`src/rtl/adc_pkg.sv`:
```
// Shared types and constants for the MCP3201 tiller-angle acquisition path.
package adc_pkg;

  typedef enum logic [1:0] {IDLE, CS_SETUP, CLOCKING, DONE} state_t;

  localparam int ADC_BITS         = 12;
  localparam int ADC_SCLK_PERIODS = 15;
  localparam int ADC_NULL_IDX     = 3;

  // Rises before the null bit only carry the sample window; keeping the null
  // bit plus the 12 data bits is enough once all 15 rises have shifted in.
  localparam int SHIFT_W = ADC_SCLK_PERIODS - ADC_NULL_IDX + 1;

endpackage

```
`src/rtl/sclk_gen.sv`:
```
// SCLK divider for the ADC frame: idle-low clock, edge strobes that fire on
// the clk cycle whose closing edge toggles sclk, and a last-fall strobe.
module sclk_gen
  import adc_pkg::*;
#(
  parameter int SCLK_HALF = 25
) (
  input  logic clk,
  input  logic rst,
  input  logic run,
  output logic sclk,
  output logic sclk_rise,
  output logic sclk_fall,
  output logic last_fall
);

  localparam int CW = $clog2(SCLK_HALF);

  logic [CW-1:0] cnt;
  logic [3:0]    fall_cnt;
  logic          toggle;

  assign toggle    = run && (cnt == CW'(SCLK_HALF - 1));
  assign sclk_rise = toggle && !sclk;
  assign sclk_fall = toggle && sclk;
  assign last_fall = sclk_fall && (fall_cnt == 4'(ADC_SCLK_PERIODS - 1));

  // Half-period divider and falling-edge count; cleared whenever not running.
  always_ff @(posedge clk or posedge rst) begin
    if (rst) begin
      cnt      <= '0;
      sclk     <= 1'b0;
      fall_cnt <= '0;
    end else if (!run) begin
      cnt      <= '0;
      sclk     <= 1'b0;
      fall_cnt <= '0;
    end else if (toggle) begin
      cnt  <= '0;
      sclk <= !sclk;
      if (sclk) fall_cnt <= fall_cnt + 4'd1;
    end else begin
      cnt <= cnt + CW'(1);
    end
  end

endmodule

```
`src/rtl/adc_angle_barre.sv`:
```
// MCP3201 SPI front-end: periodic conversions, DOUT deserialisation, held
// 12-bit tiller angle with a valid strobe and a null-bit error strobe.
module adc_angle_barre
  import adc_pkg::*;
#(
  parameter int SCLK_HALF     = 25,
  parameter int SAMPLE_PERIOD = 50000,
  parameter int CS_HIGH_MIN   = 32
) (
  input  logic                clk,
  input  logic                reset,
  input  logic                enable,
  input  logic                adc_dout,
  output logic                adc_cs_n,
  output logic                adc_sclk,
  output logic [ADC_BITS-1:0] angle_barre,
  output logic                angle_valid,
  output logic                null_err
);

  localparam int TW = $clog2(SAMPLE_PERIOD);
  localparam int SW = $clog2(SCLK_HALF);
  localparam int HW = $clog2(CS_HIGH_MIN + 1);

  state_t               state;
  logic [TW-1:0]        timer;
  logic [SW-1:0]        setup_cnt;
  logic [HW-1:0]        cs_high;
  logic [1:0]           dout_sync;
  logic [SHIFT_W-1:0]   shift;
  logic                 start_req;
  logic                 sclk_rise;
  logic                 sclk_fall;
  logic                 last_fall;

  assign start_req = enable && (timer == '0);

  sclk_gen #(.SCLK_HALF(SCLK_HALF)) u_sclk (
    .clk       (clk),
    .rst       (reset),
    .run       (state == CLOCKING),
    .sclk      (adc_sclk),
    .sclk_rise (sclk_rise),
    .sclk_fall (sclk_fall),
    .last_fall (last_fall)
  );

  // The frame may only close on a genuine falling edge of SCLK.
  assert property (@(posedge clk) disable iff (reset) last_fall |-> sclk_fall);

  // Two-flop synchroniser for the asynchronous DOUT line.
  always_ff @(posedge clk or posedge reset) begin
    if (reset) dout_sync <= '0;
    else       dout_sync <= {dout_sync[0], adc_dout};
  end

  // Free-running conversion period timer.
  always_ff @(posedge clk or posedge reset) begin
    if (reset)                                timer <= '0;
    else if (timer == TW'(SAMPLE_PERIOD - 1)) timer <= '0;
    else                                      timer <= timer + TW'(1);
  end

  // Saturating CS-high time; starts saturated so the first start after reset is taken.
  always_ff @(posedge clk or posedge reset) begin
    if (reset)                           cs_high <= HW'(CS_HIGH_MIN);
    else if (!adc_cs_n)                  cs_high <= '0;
    else if (cs_high != HW'(CS_HIGH_MIN)) cs_high <= cs_high + HW'(1);
  end

  // MSB-first capture on the clk edge where SCLK rises.
  always_ff @(posedge clk or posedge reset) begin
    if (reset)          shift <= '0;
    else if (sclk_rise) shift <= {shift[SHIFT_W-2:0], dout_sync[1]};
  end

  // Frame sequencer with registered CS_n, result and strobes.
  always_ff @(posedge clk or posedge reset) begin
    if (reset) begin
      state       <= IDLE;
      adc_cs_n    <= 1'b1;
      setup_cnt   <= '0;
      angle_barre <= '0;
      angle_valid <= 1'b0;
      null_err    <= 1'b0;
    end else begin
      angle_valid <= 1'b0;
      null_err    <= 1'b0;
      case (state)
        IDLE: begin
          if (start_req && (cs_high >= HW'(CS_HIGH_MIN))) begin
            state     <= CS_SETUP;
            adc_cs_n  <= 1'b0;
            setup_cnt <= '0;
          end
        end
        CS_SETUP: begin
          if (setup_cnt == SW'(SCLK_HALF - 1)) state <= CLOCKING;
          else                                 setup_cnt <= setup_cnt + SW'(1);
        end
        CLOCKING: begin
          if (last_fall) begin
            state    <= DONE;
            adc_cs_n <= 1'b1;
          end
        end
        DONE: begin
          state <= IDLE;
          if (!shift[ADC_BITS]) begin
            angle_barre <= shift[ADC_BITS-1:0];
            angle_valid <= 1'b1;
          end else begin
            null_err <= 1'b1;
          end
        end
        default: state <= IDLE;
      endcase
    end
  end

endmodule

```
`config.mk`:
```
export PLATFORM = sky130hd
export DESIGN_NAME = adc_angle_barre
export DESIGN_NICKNAME = d
export VERILOG_FILES = /design/src/rtl/adc_pkg.sv /design/src/rtl/sclk_gen.sv /design/src/rtl/adc_angle_barre.sv
export SDC_FILE = /design/constraint.sdc
export NUM_CORES = 1
export LEC_CHECK = 0
export BUFFER_PORTS_ARGS = -buffer_cell sky130_fd_sc_hd__buf_2
export CORE_UTILIZATION = 25
export CTS_CLUSTER_DIAMETER = 200
export DETAILED_ROUTE_END_ITERATION = 10
export PLACE_DENSITY = 0.44
export SETUP_SLACK_MARGIN = 0.15
export SYNTH_ARGS = -nofsm -noshare
export SYNTH_HDL_FRONTEND = slang
export SYNTH_SLANG_ARGS = --single-unit
```
`constraint.sdc`:
```
create_clock -name clk -period 3.1 [get_ports clk]
set_input_delay 0.155 -clock clk [delete_from_list [all_inputs] [get_ports clk]]
set_output_delay 0.155 -clock clk [all_outputs]
set_load 0.02 [all_outputs]
```
* Yosys cells after proc, flatten, opt, wreduce, memory -nomap -nowiden
Index checks and enable logic that the tools add are counted.
** Word-level totals
- Register bits after elaboration :: 69
- Word-level logic and storage cells :: 75
** Operators by class
- Add/subtract/negate cells :: 5
- Magnitude comparators :: 1
- Equal/unequal tests :: 15
- Muxes and demuxes :: 24
- Bitwise gates (word level) :: 1
- Reduce and logical (&&, ||, !) cells :: 16
** Operator list (count)
- 2-to-1 mux 5 bit :: 4
- adder 16 x 1 -> 16 bit (second input constant) :: 1
- equality test 16 bit (second input constant) :: 1
- logical NOT 16 bit :: 1
- 2-to-1 mux 16 bit :: 1
- 2-to-1 mux 4 bit :: 3
- 2-to-1 mux 6 bit :: 2
- != test 2 bit (second input constant) :: 6
- adder 5 x 1 -> 5 bit (second input constant) :: 2
- equality test 5 bit (second input constant) :: 2
- case mux 5 bit (2 select lines) :: 1
- AND reduction 3 bit :: 3
- 2-to-1 mux 1 bit :: 8
- case mux 2 bit (4 select lines) :: 1
- adder 6 x 1 -> 6 bit (second input constant) :: 1
- >= comparator 6 bit (second input constant) :: 1
- logical AND 1 bit :: 6
- 2-to-1 mux 2 bit :: 3
- != test 6 bit (second input constant) :: 1
- adder 4 x 1 -> 4 bit (second input constant) :: 1
- equality test 2 bit (second input constant) :: 2
- equality test 4 bit (second input constant) :: 1
- AND reduction 2 bit :: 2
- nonzero test 2 bit :: 2
- other kinds (6) :: 6

* Longest topological paths before layout
- Word-level depth :: 6
- Mapped depth :: 8
- Depth with buffers taken out :: 7

* Hierarchy
Synthesis repeated with hierarchy kept, for this count alone.
** Second synthesis, totals
- Cell total of the unflattened synthesis :: 283
- Area, all modules :: 3280.6 um^2
** Modules (own cells, without submodules)
- adc_angle_barre :: times used 1, cells each 230, area an instance 2750.1 um^2, sequential area each 1478.9 um^2
- sclk_gen :: times used 1, cells each 53, area an instance 530.5 um^2, sequential area each 250.2 um^2

* Worst setup path after synthesis
OpenSTA, ideal clock, no wires.
- Kind :: reg2reg
- Start :: register timer[0]
- End :: register state[1]
- Setup time :: 0.125 ns
- Arrival time :: 1.935 ns
- Path slack :: 1.041 ns
- Stages on the path, launching flop included :: 7
- Clock period less this slack :: 2.059 ns
- Path through :: dfrtp_1 > inv_1 > ha_1 > or4b_4 > o31a_2 > a211oi_2 > mux2_2
** On the way
- Longest elaborated chain between the ends :: 5
** RTL lines
- from (decl) :: RTL line adc_angle_barre.sv:26 : logic [TW-1:0] timer;
- from (signal assigned) :: RTL line adc_angle_barre.sv:61 : else timer <= timer + TW'(1);
- logical NOT 16 bit :: RTL line adc_angle_barre.sv:36 : assign start_req = enable && (timer == '0);
- logical AND 1 bit :: RTL line adc_angle_barre.sv:36
- logical AND 1 bit :: RTL line adc_angle_barre.sv:91 : if (start_req && (cs_high >= HW'(CS_HIGH_MIN))) begin
- != test 2 bit (no source line)
- AND reduction 3 bit (no source line)
- to (signal assigned) :: RTL line adc_angle_barre.sv:92 : state <= CS_SETUP;
- to (signal assigned) :: RTL line adc_angle_barre.sv:98 : if (setup_cnt == SW'(SCLK_HALF - 1)) state <= CLOCKING;
- to (signal assigned) :: RTL line adc_angle_barre.sv:103 : state <= DONE;
- to (decl) :: RTL line adc_angle_barre.sv:25 : state_t state;
Every way passes these cells.
A chain may end at the register's enable or synchronous reset.

* Worst setup path in the final report
Ends and elaborated chain as after synthesis.

==> reports/qor.json <==
{
  "drv.max_cap_violation_count": {"value": 0},
  "fillers": {"value": 1285},
  "yosys_warnings": {"value": 0},
  "yosys-top-cells-area": {"value": "dfrtp_1 (53%), mux2_2 (9.3%), ha_1 (5.6%)"},
  "min_from": {"value": "dout_sync[0]$_DFF_PP0_"},
  "multi_input_area": {"value": 1340, "unit": "sq um"},
  "syn_area": {"value": 3140, "unit": "sq um"},
  "rows": {"value": 40},
  "synth-seq-cells": {"value": 69},
  "sequentialPowerShare": {"value": 46.5, "unit": "%"},
  "status": {"value": "finished, final reports clean"},
  "rsz0062_at_grt": {"value": "false"},
  "stdcell_count": {"value": 466},
  "timing.max_slew.rel_slack": {"value": 42.4, "unit": "%"},
  "syn_to_final_growth": {"value": 20.2, "unit": "%"},
  "cts_num_sinks": {"value": 69},
  "total_wirelength": {"value": 5350, "unit": "microns"},
  "hold-worst-slack": {"value": 352, "unit": "ps"},
  "power.clock.fraction": {"value": 52.3, "unit": "%"},
  "postSynthCellCount": {"value": 264},
  "ys_async_sr_fraction": {"value": 100, "unit": "%"},
  "max_clock_freq": {"value": 457, "unit": "MHz"},
  "post_synth.cell_area_avg": {"value": 11.9, "unit": "sq um"},
  "synth_simple_gate_area_share": {"value": 15.5, "unit": "%"},
  "power.switching_fraction": {"value": 20.1, "unit": "%"},
  "ys_types": {"value": 39},
  "critPathLaunchType": {"value": "register"},
  "pre_cts_ws": {"value": 914, "unit": "ps"},
  "track_usage": {"value": 9.63, "unit": "%"},
  "antenna_cells_inserted": {"value": 0},
  "tightestPinTransition": {"value": 857, "unit": "ps"},
  "drive_above_1_share": {"value": 25.2, "unit": "%"},
  "crit_path_max_fanout": {"value": 5},
  "clk-insertion-delay-late": {"value": 330, "unit": "ps"},
  "depth_of_the_worst_hold_timing_path": {"value": 0},
  "synth_fp_nets": {"value": 282},
  "nets": {"value": 311},
  "post-synth-top-area-fraction": {"value": 53.4, "unit": "%"},
  "floorplan.io_pins": {"value": 20},
  "cts.reportedPaths.clkPinSlew": {"value": 50, "unit": "ps"},
  "critical_path_required": {"value": 3310, "unit": "ps"},
  "first_global_vias": {"value": 1997},
  "num_vias": {"value": 1927},
  "die_width": {"value": 114, "unit": "microns"},
  "synth-adder-area-share": {"value": 5.58, "unit": "%"},
  "wp_data_arrival": {"value": 2400, "unit": "ps"},
  "final-hold-violation-count": {"value": 0},
  "vdd_drop_max": {"value": 0.000205, "unit": "V"},
  "reg2reg_slack": {"value": 910, "unit": "ps"},
  "routabilityCongestion": {"value": 0.757},
  "critPathSlowestCell": {"value": "or4b_4"},
  "max_stage_delay": {"value": 500, "unit": "ps"},
  "area_fraction_in_compound_gates_after_synthesis": {"value": 4.90, "unit": "%"},
  "seqCellArea": {"value": 1730, "unit": "sq um"},
  "synth.mux.area_fraction": {"value": 9.64, "unit": "%"},
  "layout_worst_path_cycle_share": {"value": 70.6, "unit": "%"},
  "end_kind": {"value": "register"},
  "grt_remaining_overflow": {"value": 0},
  "layout_setup_ws": {"value": 910, "unit": "ps"},
  "synthDominantAreaCellType": {"value": "dfrtp_1"},
  "final-max-slew-violation-count": {"value": 0},
  "detail_route.first_pass.iterations": {"value": 4},
  "cts_tree": {"value": "yes"},
  "regToRegEndpoint": {"value": "state[1]$_DFFE_PP0P_"},
  "power.switching": {"value": 0.390, "unit": "mW"},
  "cellInternalPower": {"value": 1.55, "unit": "mW"},
  "cts_buffers": {"value": 9},
  "synth_enable_flop_cells": {"value": 0},
  "power.share.combinational": {"value": 1.3, "unit": "%"},
  "detailedPlacementHpwl": {"value": 3510, "unit": "microns"},
  "cts.root.buffer_cell": {"value": "clkbuf_16"},
  "holdPathEnd": {"value": "dout_sync[1]$_DFF_PP0_"},
  "detail_route.iter0.violations": {"value": 75},
  "timing.final.crit_period": {"value": 2190, "unit": "ps"},
  "post_drt_wl_per_cell": {"value": 11.5, "unit": "microns"},
  "synth-xor-area-share": {"value": 6.97, "unit": "%"},
  "synth-seq-area-share": {"value": 55.0, "unit": "%"},
  "rr_startpoint": {"value": "timer[0]$_DFF_PP0_"},
  "cts_setup_buffers": {"value": 0},
  "initial_core_utilization": {"value": 25.9, "unit": "%"},
  "route.detailed.vias_per_inst": {"value": 4.14},
  "grt_start_max_net_pins": {"value": 70},
  "total_power": {"value": 1.94, "unit": "mW"},
  "timing.final.setup_violations": {"value": 0},
  "grt_first_pass_wirelength": {"value": 9720, "unit": "microns"},
  "antenna_found_initial": {"value": 0},
  "io_buffers": {"value": 19},
  "worst_setup_path_class": {"value": "register to register"},
  "drc_errors": {"value": 0},
  "combinational_family_with_the_most_area_after_synthesis": {"value": "simple AND/OR/NAND/NOR gates"},
  "min_path_type": {"value": "register to register"},
  "cellLeakagePower": {"value": 1.80, "unit": "nW"},
  "power_density": {"value": 514, "unit": "nW/um^2"},
  "crit_path_cell_trace": {"value": "inv_1, ha_1, or4b_4, o31a_2, a211oi_2, mux2_2"},
  "clock-skew-final": {"value": 2.87, "unit": "ps"},
  "die_area": {"value": 13000, "unit": "sq um"},
  "max-clock-path-buffers": {"value": 2},
  "post-place-cells": {"value": 448},
  "final.setup.tns": {"value": 0, "unit": "ps"},
  "h-tree-depth": {"value": 3},
  "synth-main-ff-cell": {"value": "dfrtp_1"},
  "ant_nets": {"value": 0},
  "worst_r2r_path_depth": {"value": 6},
  "core_region_area": {"value": 12100, "unit": "sq um"},
  "die_height": {"value": 114, "unit": "microns"}
}
-- routing by layer --
layer	up-vias	GRT usage, %	share of wire (%)
li1	965	-	-
met1	933	11.9	48
met2	22	15.3	47
met3	7	4.13	4.3
met4	0	2.86	1.1
met5	-	0	0
-- kinds of logic (layout without fill, tap and decap cells) --
logic type | after synthesis | after routing
AND/OR/NAND/NOR | 92 | 92
flip-flops | 69 | 69
multiplexers | 27 | 27
XOR/XNOR | 25 | 25
buffers and inverters | 20 | 54
AO/OA/AOI/OAI | 17 | 17
adder cells (fa/ha/maj) | 14 | 14
-- sequential cells by signal (all words and copies together) (netlist names) --
name             cells
adc_cs_n             1
angle_barre         12
angle_valid          1
cs_high              6
dout_sync            2
null_err             1
setup_cnt            5
shift               13
state                2
timer               16
u_sclk.cnt           5
u_sclk.fall_cnt      4
u_sclk.sclk          1
-- placed cells by master, fill, tap and decap left out, drive strengths merged, types with 2 or more instances in the layout --
| cell type | count |
|---|---|
| a221o | 3 |
| o21ai | 3 |
| dlygate4sd3 | 2 |
| and2 | 9 |
| inv | 15 |
| xor2 | 11 |
| mux2 | 26 |
| dfstp | 2 |
| a21oi | 3 |
| nor2b | 4 |
| nand3 | 14 |
| xnor2 | 14 |
| or3 | 2 |
| and3 | 7 |
| ha | 14 |
| clkbuf | 11 |
| nor3 | 6 |
| clkinv | 3 |
| nand4 | 5 |
| nor4 | 4 |
| nand2 | 15 |
| nor2 | 21 |
| buf | 21 |
| o22a | 2 |
| dfrtp | 67 |
-- repair_timing --
item | CTS | global route
hold endpoints to repair | 68 | 0
hold buffers | 2 | 0
setup endpoints to repair | 0 | 0
resized for setup | 0 | 0
-- stage by stage --
stage,utilization (%),cell area (sq um)
floorplan,-,3140
global placement,28.5,3450
detailed placement,28.5,3450
CTS,31.2,3780
global route,31.2,3780
finish,31.2,3780
-- worst max path at each step --
stage                        startpoint                        to  slack (ps)  cells past startpoint
floorplan            timer[0]$_DFF_PP0_      state[1]$_DFFE_PP0P_        1040                      6
global placement     timer[0]$_DFF_PP0_  setup_cnt[0]$_DFFE_PP0P_         930                      6
detailed placement   timer[0]$_DFF_PP0_  setup_cnt[4]$_DFFE_PP0P_         910                      6
CTS                  timer[0]$_DFF_PP0_  setup_cnt[0]$_DFFE_PP0P_         910                      6
global route        timer[11]$_DFF_PP0_        timer[3]$_DFF_PP0_         790                      4
finish               timer[0]$_DFF_PP0_      state[1]$_DFFE_PP0P_         910                      6
-- Yosys cell counts, types with 5 or more instances --
| library cell | count |
|---|---|
| xor2_1 | 11 |
| nor3_1 | 6 |
| nor2_1 | 21 |
| xnor2_1 | 14 |
| ha_1 | 14 |
| and3_1 | 6 |
| nand3_1 | 14 |
| inv_1 | 15 |
| mux2_2 | 26 |
| dfrtp_1 | 67 |
| nand2_1 | 15 |
| nand4_1 | 5 |
| and2_1 | 9 |
-- critical path: cells and delay by family (launching register included) --
| kind | cells | cell delay (ps) |
|---|---|---|
| multiplexers | 1 | 360 |
| flip-flops | 1 | 410 |
| adder cells (fa/ha/maj) | 1 | 150 |
| buffers and inverters | 1 | 70 |
| AO/OA/AOI/OAI | 2 | 590 |
| AND/OR/NAND/NOR | 1 | 500 |
-- power groups by stage --
stage	Combinational (mW)	Sequential, mW	Clock (mW)
floorplan	0.0131	0.919	0
global route	0.0291	0.902	1.10
detailed placement	0.0248	0.919	0
finish	0.0245	0.903	1.02
CTS	0.0265	0.903	1.06
global placement	0.0246	0.919	0
-- cell type report --
class,instances,area share (%)
timing repair buffer,23,3.78
sequential,69,45.8
multi-input combinational,175,35.4
clock buffer,11,6.43
tap,168,5.56
clock inverter,5,1.59
inverter,15,1.49
Note: power is estimated with default switching activity, not from simulation.
